**src/rtl/alu_reservation_station.sv**
```systemverilog
// ALU reservation station: dispatch into free slots, CDB wakeup, one ready op issued per cycle.
// Define RS_AGE_SEL_EN for oldest-first selection; default is lowest-index-ready priority.
module alu_reservation_station #(
    parameter int unsigned      ENTRIES  = 8,
    parameter int unsigned      TAG_W    = 4,
    parameter int unsigned      DATA_W   = 32,
    parameter int unsigned      OP_W     = 5,
    parameter logic [TAG_W-1:0] TAG_FREE = '0
) (
    input  logic                            clk,
    input  logic                            rst,
    input  logic                            alu_in_en,
    input  logic [3*TAG_W+2*DATA_W+OP_W-1:0] alu_in_data,
    output logic                            rs_full,
    input  logic                            cdb_valid,
    input  logic [TAG_W-1:0]                cdb_tag,
    input  logic [DATA_W-1:0]               cdb_data,
    input  logic                            flush,
    input  logic                            issue_stall,
    output logic                            issue_valid,
    output logic [OP_W-1:0]                 issue_op,
    output logic [DATA_W-1:0]               issue_a,
    output logic [DATA_W-1:0]               issue_b,
    output logic [TAG_W-1:0]                issue_dest
);
    localparam int unsigned IDX_W  = $clog2(ENTRIES);
    localparam int unsigned OFF_D1 = OP_W;
    localparam int unsigned OFF_T1 = OFF_D1 + DATA_W;
    localparam int unsigned OFF_D2 = OFF_T1 + TAG_W;
    localparam int unsigned OFF_T2 = OFF_D2 + DATA_W;
    localparam int unsigned OFF_DS = OFF_T2 + TAG_W;

    logic [ENTRIES-1:0] valid_q, valid_d, ready;
    logic [OP_W-1:0]    op_q    [ENTRIES];
    logic [OP_W-1:0]    op_d    [ENTRIES];
    logic [TAG_W-1:0]   dest_q  [ENTRIES];
    logic [TAG_W-1:0]   dest_d  [ENTRIES];
    logic [TAG_W-1:0]   tag1_q  [ENTRIES];
    logic [TAG_W-1:0]   tag1_d  [ENTRIES];
    logic [TAG_W-1:0]   tag2_q  [ENTRIES];
    logic [TAG_W-1:0]   tag2_d  [ENTRIES];
    logic [DATA_W-1:0]  data1_q [ENTRIES];
    logic [DATA_W-1:0]  data1_d [ENTRIES];
    logic [DATA_W-1:0]  data2_q [ENTRIES];
    logic [DATA_W-1:0]  data2_d [ENTRIES];

    logic              issue_valid_q, issue_valid_d;
    logic [OP_W-1:0]   issue_op_q, issue_op_d;
    logic [DATA_W-1:0] issue_a_q, issue_a_d, issue_b_q, issue_b_d;
    logic [TAG_W-1:0]  issue_dest_q, issue_dest_d;

    logic [OP_W-1:0]   in_op;
    logic [DATA_W-1:0] in_d1, in_d2;
    logic [TAG_W-1:0]  in_t1, in_t2, in_dest;
    logic              cdb_hit, in_t1_hit, in_t2_hit;
    logic              free_found, sel_found, do_disp, do_issue;
    logic [IDX_W-1:0]  free_idx, sel_idx;

    assign in_op   = alu_in_data[OP_W-1:0];
    assign in_d1   = alu_in_data[OFF_D1 +: DATA_W];
    assign in_t1   = alu_in_data[OFF_T1 +: TAG_W];
    assign in_d2   = alu_in_data[OFF_D2 +: DATA_W];
    assign in_t2   = alu_in_data[OFF_T2 +: TAG_W];
    assign in_dest = alu_in_data[OFF_DS +: TAG_W];

    // A broadcast of the "no producer" tag must never wake anything.
    assign cdb_hit   = cdb_valid && (cdb_tag != TAG_FREE);
    assign in_t1_hit = cdb_hit && (in_t1 == cdb_tag);
    assign in_t2_hit = cdb_hit && (in_t2 == cdb_tag);

    assign rs_full  = &valid_q;
    assign do_disp  = alu_in_en && !rs_full && !flush;
    assign do_issue = sel_found && !issue_stall && !flush;

    always_comb begin
        for (int unsigned i = 0; i < ENTRIES; i++) begin
            ready[i] = valid_q[i] && (tag1_q[i] == TAG_FREE) && (tag2_q[i] == TAG_FREE);
        end
    end

    always_comb begin
        free_found = 1'b0;
        free_idx   = '0;
        for (int unsigned i = 0; i < ENTRIES; i++) begin
            if (!valid_q[i] && !free_found) begin
                free_found = 1'b1;
                free_idx   = IDX_W'(i);
            end
        end
    end

`ifdef RS_AGE_SEL_EN
    // age_q[i][j] set: slot j was dispatched before slot i and is still live.
    logic [ENTRIES-1:0] age_q [ENTRIES];
    logic [ENTRIES-1:0] age_d [ENTRIES];
    logic [ENTRIES-1:0] iss_mask;

    always_comb begin
        iss_mask = '0;
        if (do_issue) iss_mask[sel_idx] = 1'b1;
        for (int unsigned i = 0; i < ENTRIES; i++) age_d[i] = age_q[i] & ~iss_mask;
        if (do_disp) age_d[free_idx] = valid_q & ~iss_mask;
        if (flush) begin
            for (int unsigned i = 0; i < ENTRIES; i++) age_d[i] = '0;
        end
    end

    always_ff @(posedge clk or negedge rst) begin
        if (!rst) begin
            for (int unsigned i = 0; i < ENTRIES; i++) age_q[i] <= '0;
        end else begin
            for (int unsigned i = 0; i < ENTRIES; i++) age_q[i] <= age_d[i];
        end
    end
`endif

    always_comb begin
        sel_found = 1'b0;
        sel_idx   = '0;
        for (int unsigned i = 0; i < ENTRIES; i++) begin
`ifdef RS_AGE_SEL_EN
            if (ready[i] && ((age_q[i] & ready) == '0)) begin
`else
            if (ready[i] && !sel_found) begin
`endif
                sel_found = 1'b1;
                sel_idx   = IDX_W'(i);
            end
        end
    end

    always_comb begin
        valid_d = valid_q;
        op_d    = op_q;
        dest_d  = dest_q;
        tag1_d  = tag1_q;
        data1_d = data1_q;
        tag2_d  = tag2_q;
        data2_d = data2_q;
        for (int unsigned i = 0; i < ENTRIES; i++) begin
            if (valid_q[i] && cdb_hit && (tag1_q[i] == cdb_tag)) begin
                tag1_d[i]  = TAG_FREE;
                data1_d[i] = cdb_data;
            end
            if (valid_q[i] && cdb_hit && (tag2_q[i] == cdb_tag)) begin
                tag2_d[i]  = TAG_FREE;
                data2_d[i] = cdb_data;
            end
        end
        if (do_issue) valid_d[sel_idx] = 1'b0;
        if (do_disp) begin
            valid_d[free_idx] = 1'b1;
            op_d[free_idx]    = in_op;
            dest_d[free_idx]  = in_dest;
            tag1_d[free_idx]  = in_t1_hit ? TAG_FREE : in_t1;
            data1_d[free_idx] = in_t1_hit ? cdb_data : in_d1;
            tag2_d[free_idx]  = in_t2_hit ? TAG_FREE : in_t2;
            data2_d[free_idx] = in_t2_hit ? cdb_data : in_d2;
        end
        if (flush) valid_d = '0;
    end

    always_comb begin
        issue_valid_d = do_issue;
        issue_op_d    = issue_op_q;
        issue_a_d     = issue_a_q;
        issue_b_d     = issue_b_q;
        issue_dest_d  = issue_dest_q;
        if (do_issue) begin
            issue_op_d   = op_q[sel_idx];
            issue_a_d    = data1_q[sel_idx];
            issue_b_d    = data2_q[sel_idx];
            issue_dest_d = dest_q[sel_idx];
        end
    end

    always_ff @(posedge clk or negedge rst) begin
        if (!rst) begin
            valid_q       <= '0;
            issue_valid_q <= 1'b0;
            issue_op_q    <= '0;
            issue_a_q     <= '0;
            issue_b_q     <= '0;
            issue_dest_q  <= '0;
        end else begin
            valid_q       <= valid_d;
            issue_valid_q <= issue_valid_d;
            issue_op_q    <= issue_op_d;
            issue_a_q     <= issue_a_d;
            issue_b_q     <= issue_b_d;
            issue_dest_q  <= issue_dest_d;
        end
    end

    always_ff @(posedge clk) begin
        op_q    <= op_d;
        dest_q  <= dest_d;
        tag1_q  <= tag1_d;
        data1_q <= data1_d;
        tag2_q  <= tag2_d;
        data2_q <= data2_d;
    end

    assign issue_valid = issue_valid_q;
    assign issue_op    = issue_op_q;
    assign issue_a     = issue_a_q;
    assign issue_b     = issue_b_q;
    assign issue_dest  = issue_dest_q;

endmodule

```
**config.mk**
```make
export PLATFORM = sky130hd
export DESIGN_NAME = alu_reservation_station
export DESIGN_NICKNAME = d
export VERILOG_FILES = /design/src/rtl/alu_reservation_station.sv
export SDC_FILE = /design/constraint.sdc
export NUM_CORES = 2
export LEC_CHECK = 0
export BUFFER_PORTS_ARGS = -buffer_cell sky130_fd_sc_hd__buf_2
export CAP_MARGIN = 20
export CORE_MARGIN = 2
export CORE_UTILIZATION = 50
export CTS_CLUSTER_DIAMETER = 50
export DETAILED_ROUTE_END_ITERATION = 6
export HOLD_SLACK_MARGIN = 0.06
export PLACE_DENSITY = 0.68
export RECOVER_POWER = 100
export REMOVE_ABC_BUFFERS = 1
export SLEW_MARGIN = 20
export SYNTH_ARGS = -nofsm -noshare
export SYNTH_HDL_FRONTEND = slang
export SYNTH_SLANG_ARGS = --single-unit
export TNS_END_PERCENT = 1
```
**constraint.sdc**
```tcl
create_clock -name clk -period 6.4 [get_ports clk]
set_input_delay 0.32 -clock clk [delete_from_list [all_inputs] [get_ports clk]]
set_output_delay 0.32 -clock clk [all_outputs]
set_load 0.05 [all_outputs]
```
==> summary.txt <==
Synth
  – Synth Area per Inst: just over 9 µm²
  – Simple-gate share of the synthesized area: about 15%
  – Synth Area in Compound Gates: a little under a fifth
  – Top-area cell type share of the netlist area: a little over a third
  – Yosys cell types: between 50 and 60
  – Synth warn: 0
  – Cells after Synth: around 3500
  – Synth Register Bits: 730
  – EDFF count, synth: 72
  – Commonest cells in the netlist: 853 x nor2_1, 576 x dfxtp_1, 448 x o22ai_1
  – Post-Synth Adder-Cell Area: 0%
  – Top-count cell post-synth: nor2_1
  – Sequential share of the synthesized area: ~49%
  – Mapped cell area: roughly 32000 µm²
  – Post-Synth XOR/XNOR Area: 1.97%
  – Main flop type after synthesis: dfxtp_1
  – Ranking of synthesized cells by area: dfxtp_1 36%, nor2_1 10%, o22ai_1 8.8%, edfxtp_1 6.8%, dfrtp_1 6.4%
  – Largest family of logic cells by synthesized area: compound AO/OA/AOI/OAI gates
  – Synth area leader: dfxtp_1
  – Post-synthesis mux area share: 9.59%
  – Fraction of registers with async set/reset: approximately 11%

Die
  – Die Wd: approximately 260 µm
  – Initial core utilization: 50.7%
  – Core footprint: 63100 µm²
  – Die H: approximately 260 µm
  – # rows: 92
  – Num ports: about 200
  – Die footprint: 65900 µm²

Power
  – Pwr/cell area: 388 nW/µm²
  – Overall power: approximately 14 mW
  – Max VDD drop: 0.213 mV
  – Static Leak: ~15 nW

Clock network
  – Post-cts sizing count: 0
  – Clock latency on the worst-skew pair: between 0.6 and 0.7 ns
  – CTS Buf Count: 86
  – Clk root buf: clkbuf_16
  – Sink Count: 730
  – CTS Buffer Depth: 3
  – Worst-path clk slew: about 0.060 ns
  – TritonCTS clock tree: done
  – H-tree depth: 3

Layout
  – Multi-input gate area: roughly 15000 µm²
  – Syn-to-layout area delta: 14.4%
  – Share of cells above drive strength 1: between 10% and 20%
  – Register area: between 15000 and 20000 µm²
  – Layout Utilization: 58.0%
  – Design area: 36600 µm²
  – Non-Filler Instances: approximately 4500
  – Final nets: between 3000 and 4000
  – Fillers: around 5600

Critical path
  – WP data arrival: between 5 and 6 ns
  – Worst EP required: approximately 7.0 ns
  – Worst-path maximum fanout: 17
  – Setup Crit Path Kind: reg2reg
  – CP endpoint kind: register
  – Startpoint type of the worst setup path: register
  – Internal reg-to-reg setup slack: 1.29 ns

Placement
  – GPL Wtd Cong: between 0.8 and 0.9
  – DP Cell Count: 4255
  – Area after DPL: roughly 33000 µm²
  – Port bufs: ~200
  – Pre-CTS setup slack: between 2 and 3 ns
  – Detailed Place HPWL: about 60 mm

GRT
  – First-pass GRT wire length: approximately 170 mm
  – Total GRT Usage: around 33%
  – Vias in the first global route: approximately 27000
  – Initial antenna violation count: 7
  – Total grt overflow: 0
  – Largest net degree at the start of global routing: a little under 90

STA
  – Hold Fails Final Rpt: 0
  – Setup TNS: 0 ns
  – Slew of the pin with the lowest slew margin: between 3 and 4 ns
  – Final min period: roughly 5.1 ns
  – Clock skew: 0.0206 ns
  – Period utilization: about four fifths
  – Achievable frequency: just under 200 MHz
  – Worst Setup Slack, final: between 1 and 1.5 ns
  – Slew Limit Fails: approximately 600
  – Worst hold margin: slightly above 0.07 ns
  – Slew margin rel.: -141%
  – Finish-stage setup viols: 0
  – RSZ-0062 raised after global routing: no

Status
  – Status: complete, but fails checks
  – Failing checks: max-capacitance violations, max-slew violations

Flow run
  – Max-cap viol count: 17

Detailed routing
  – Drt first pass iters: 6
  – DR iter-0 viols: 3571
  – Final wirelength: about 110 mm
  – DR DRC count: 0
  – DR vias/cell: 6.37
  – Post-route ant nets: 0
  – Routed WL per cell: approximately 25 µm
  – Via count: 28500

Hold path
  – Hold Crit Class: in2reg
cell type report:
type | instances | area share [%]
Clock buffer | 113 | 6.52
Timing Repair Buffer | 298 | 4.90
Inverter | 45 | 0.462
Clock inverter | 46 | 1.60
Multi-Input combinational cell | 2394 | 40.5
Antenna cell | 4 | 0.0274
Tap cell | 846 | 2.89
Sequential cell | 730 | 43.1
where the power goes:
part	internal, mW	switching [mW]	leakage [nW]
Combinational	1.00	1.95	7.32
Clock	3.03	2.09	1.44
Sequential	5.57	0.562	6.39
Total	9.59	4.60	15.2
layer usage:
metal	wire (µm)	GRT usage (%)	up-vias
met5	42	0	-
met4	3510	12.4	6
met3	13100	7.93	253
met2	49900	50.6	1784
met1	45500	44.7	13800
li1	-	-	12700
critical path, cell delays in order (launching register included):
cell	delay [ns]
dfrtp_1	0.47
nand2b_1	0.18
a21boi_0	0.24
o21a_1	0.23
nor2_1	0.08
nand2_1	0.43
clkinv_1	0.80
a21oi_1	1.87
buf_4	0.51
nor2_1	0.07
nor2_1	0.14
cell families (layout without fill, tap and decap cells):
family / after synthesis / after routing
compound gates: 896 / 896
xor+xnor: 72 / 72
buf+inv: 397 / 502
other cells: 0 / 4
simple gates: 1152 / 1152
mux: 274 / 274
flops: 730 / 730
flip-flops by register name (all words and copies together), names as in the netlist, 4 cells and up:
name,cells
data1_q,256
data2_q,256
dest_q,32
issue_a,32
issue_b,32
issue_dest,4
issue_op,5
op_q,40
tag1_q,32
tag2_q,32
valid_q,8
final timing paths:
kind,endpoint,from,cells past startpoint
worst min-delay path,data2_q[19]$_DFF_P_,alu_in_data[60],3
worst max register to register,data2_q[179]$_DFF_P_,valid_q[5]$_DFF_PN0_,10
max in group asynchronous,issue_b[31]$_DFFE_PN0N_,rst,3
worst min register to register,data1_q[98]$_DFF_P_,data1_q[98]$_DFF_P_,2
min in group asynchronous,issue_b[7]$_DFFE_PN0N_,rst,2
worst max-delay path,data2_q[179]$_DFF_P_,valid_q[5]$_DFF_PN0_,10
layout by cell type (no fill, tap or decap), types with 67 or more instances in the layout:
master	count
edfxtp_1	72
a22oi_1	128
clkbuf_16	86
mux2_2	171
a31oi_1	73
clkbuf_1	108
o21ai_0	67
nor2_1	853
o22ai_1	448
dfxtp_1	576
nand2b_1	68
nand3_1	109
buf_2	111
mux2_1	85
dfrtp_1	82
repair_timing:
action                    in CTS  in global routing
hold endpoints to repair     308                  0
hold buffers                  56                  0
buffers inserted               0                  0
(Power assumes the default switching activity.)
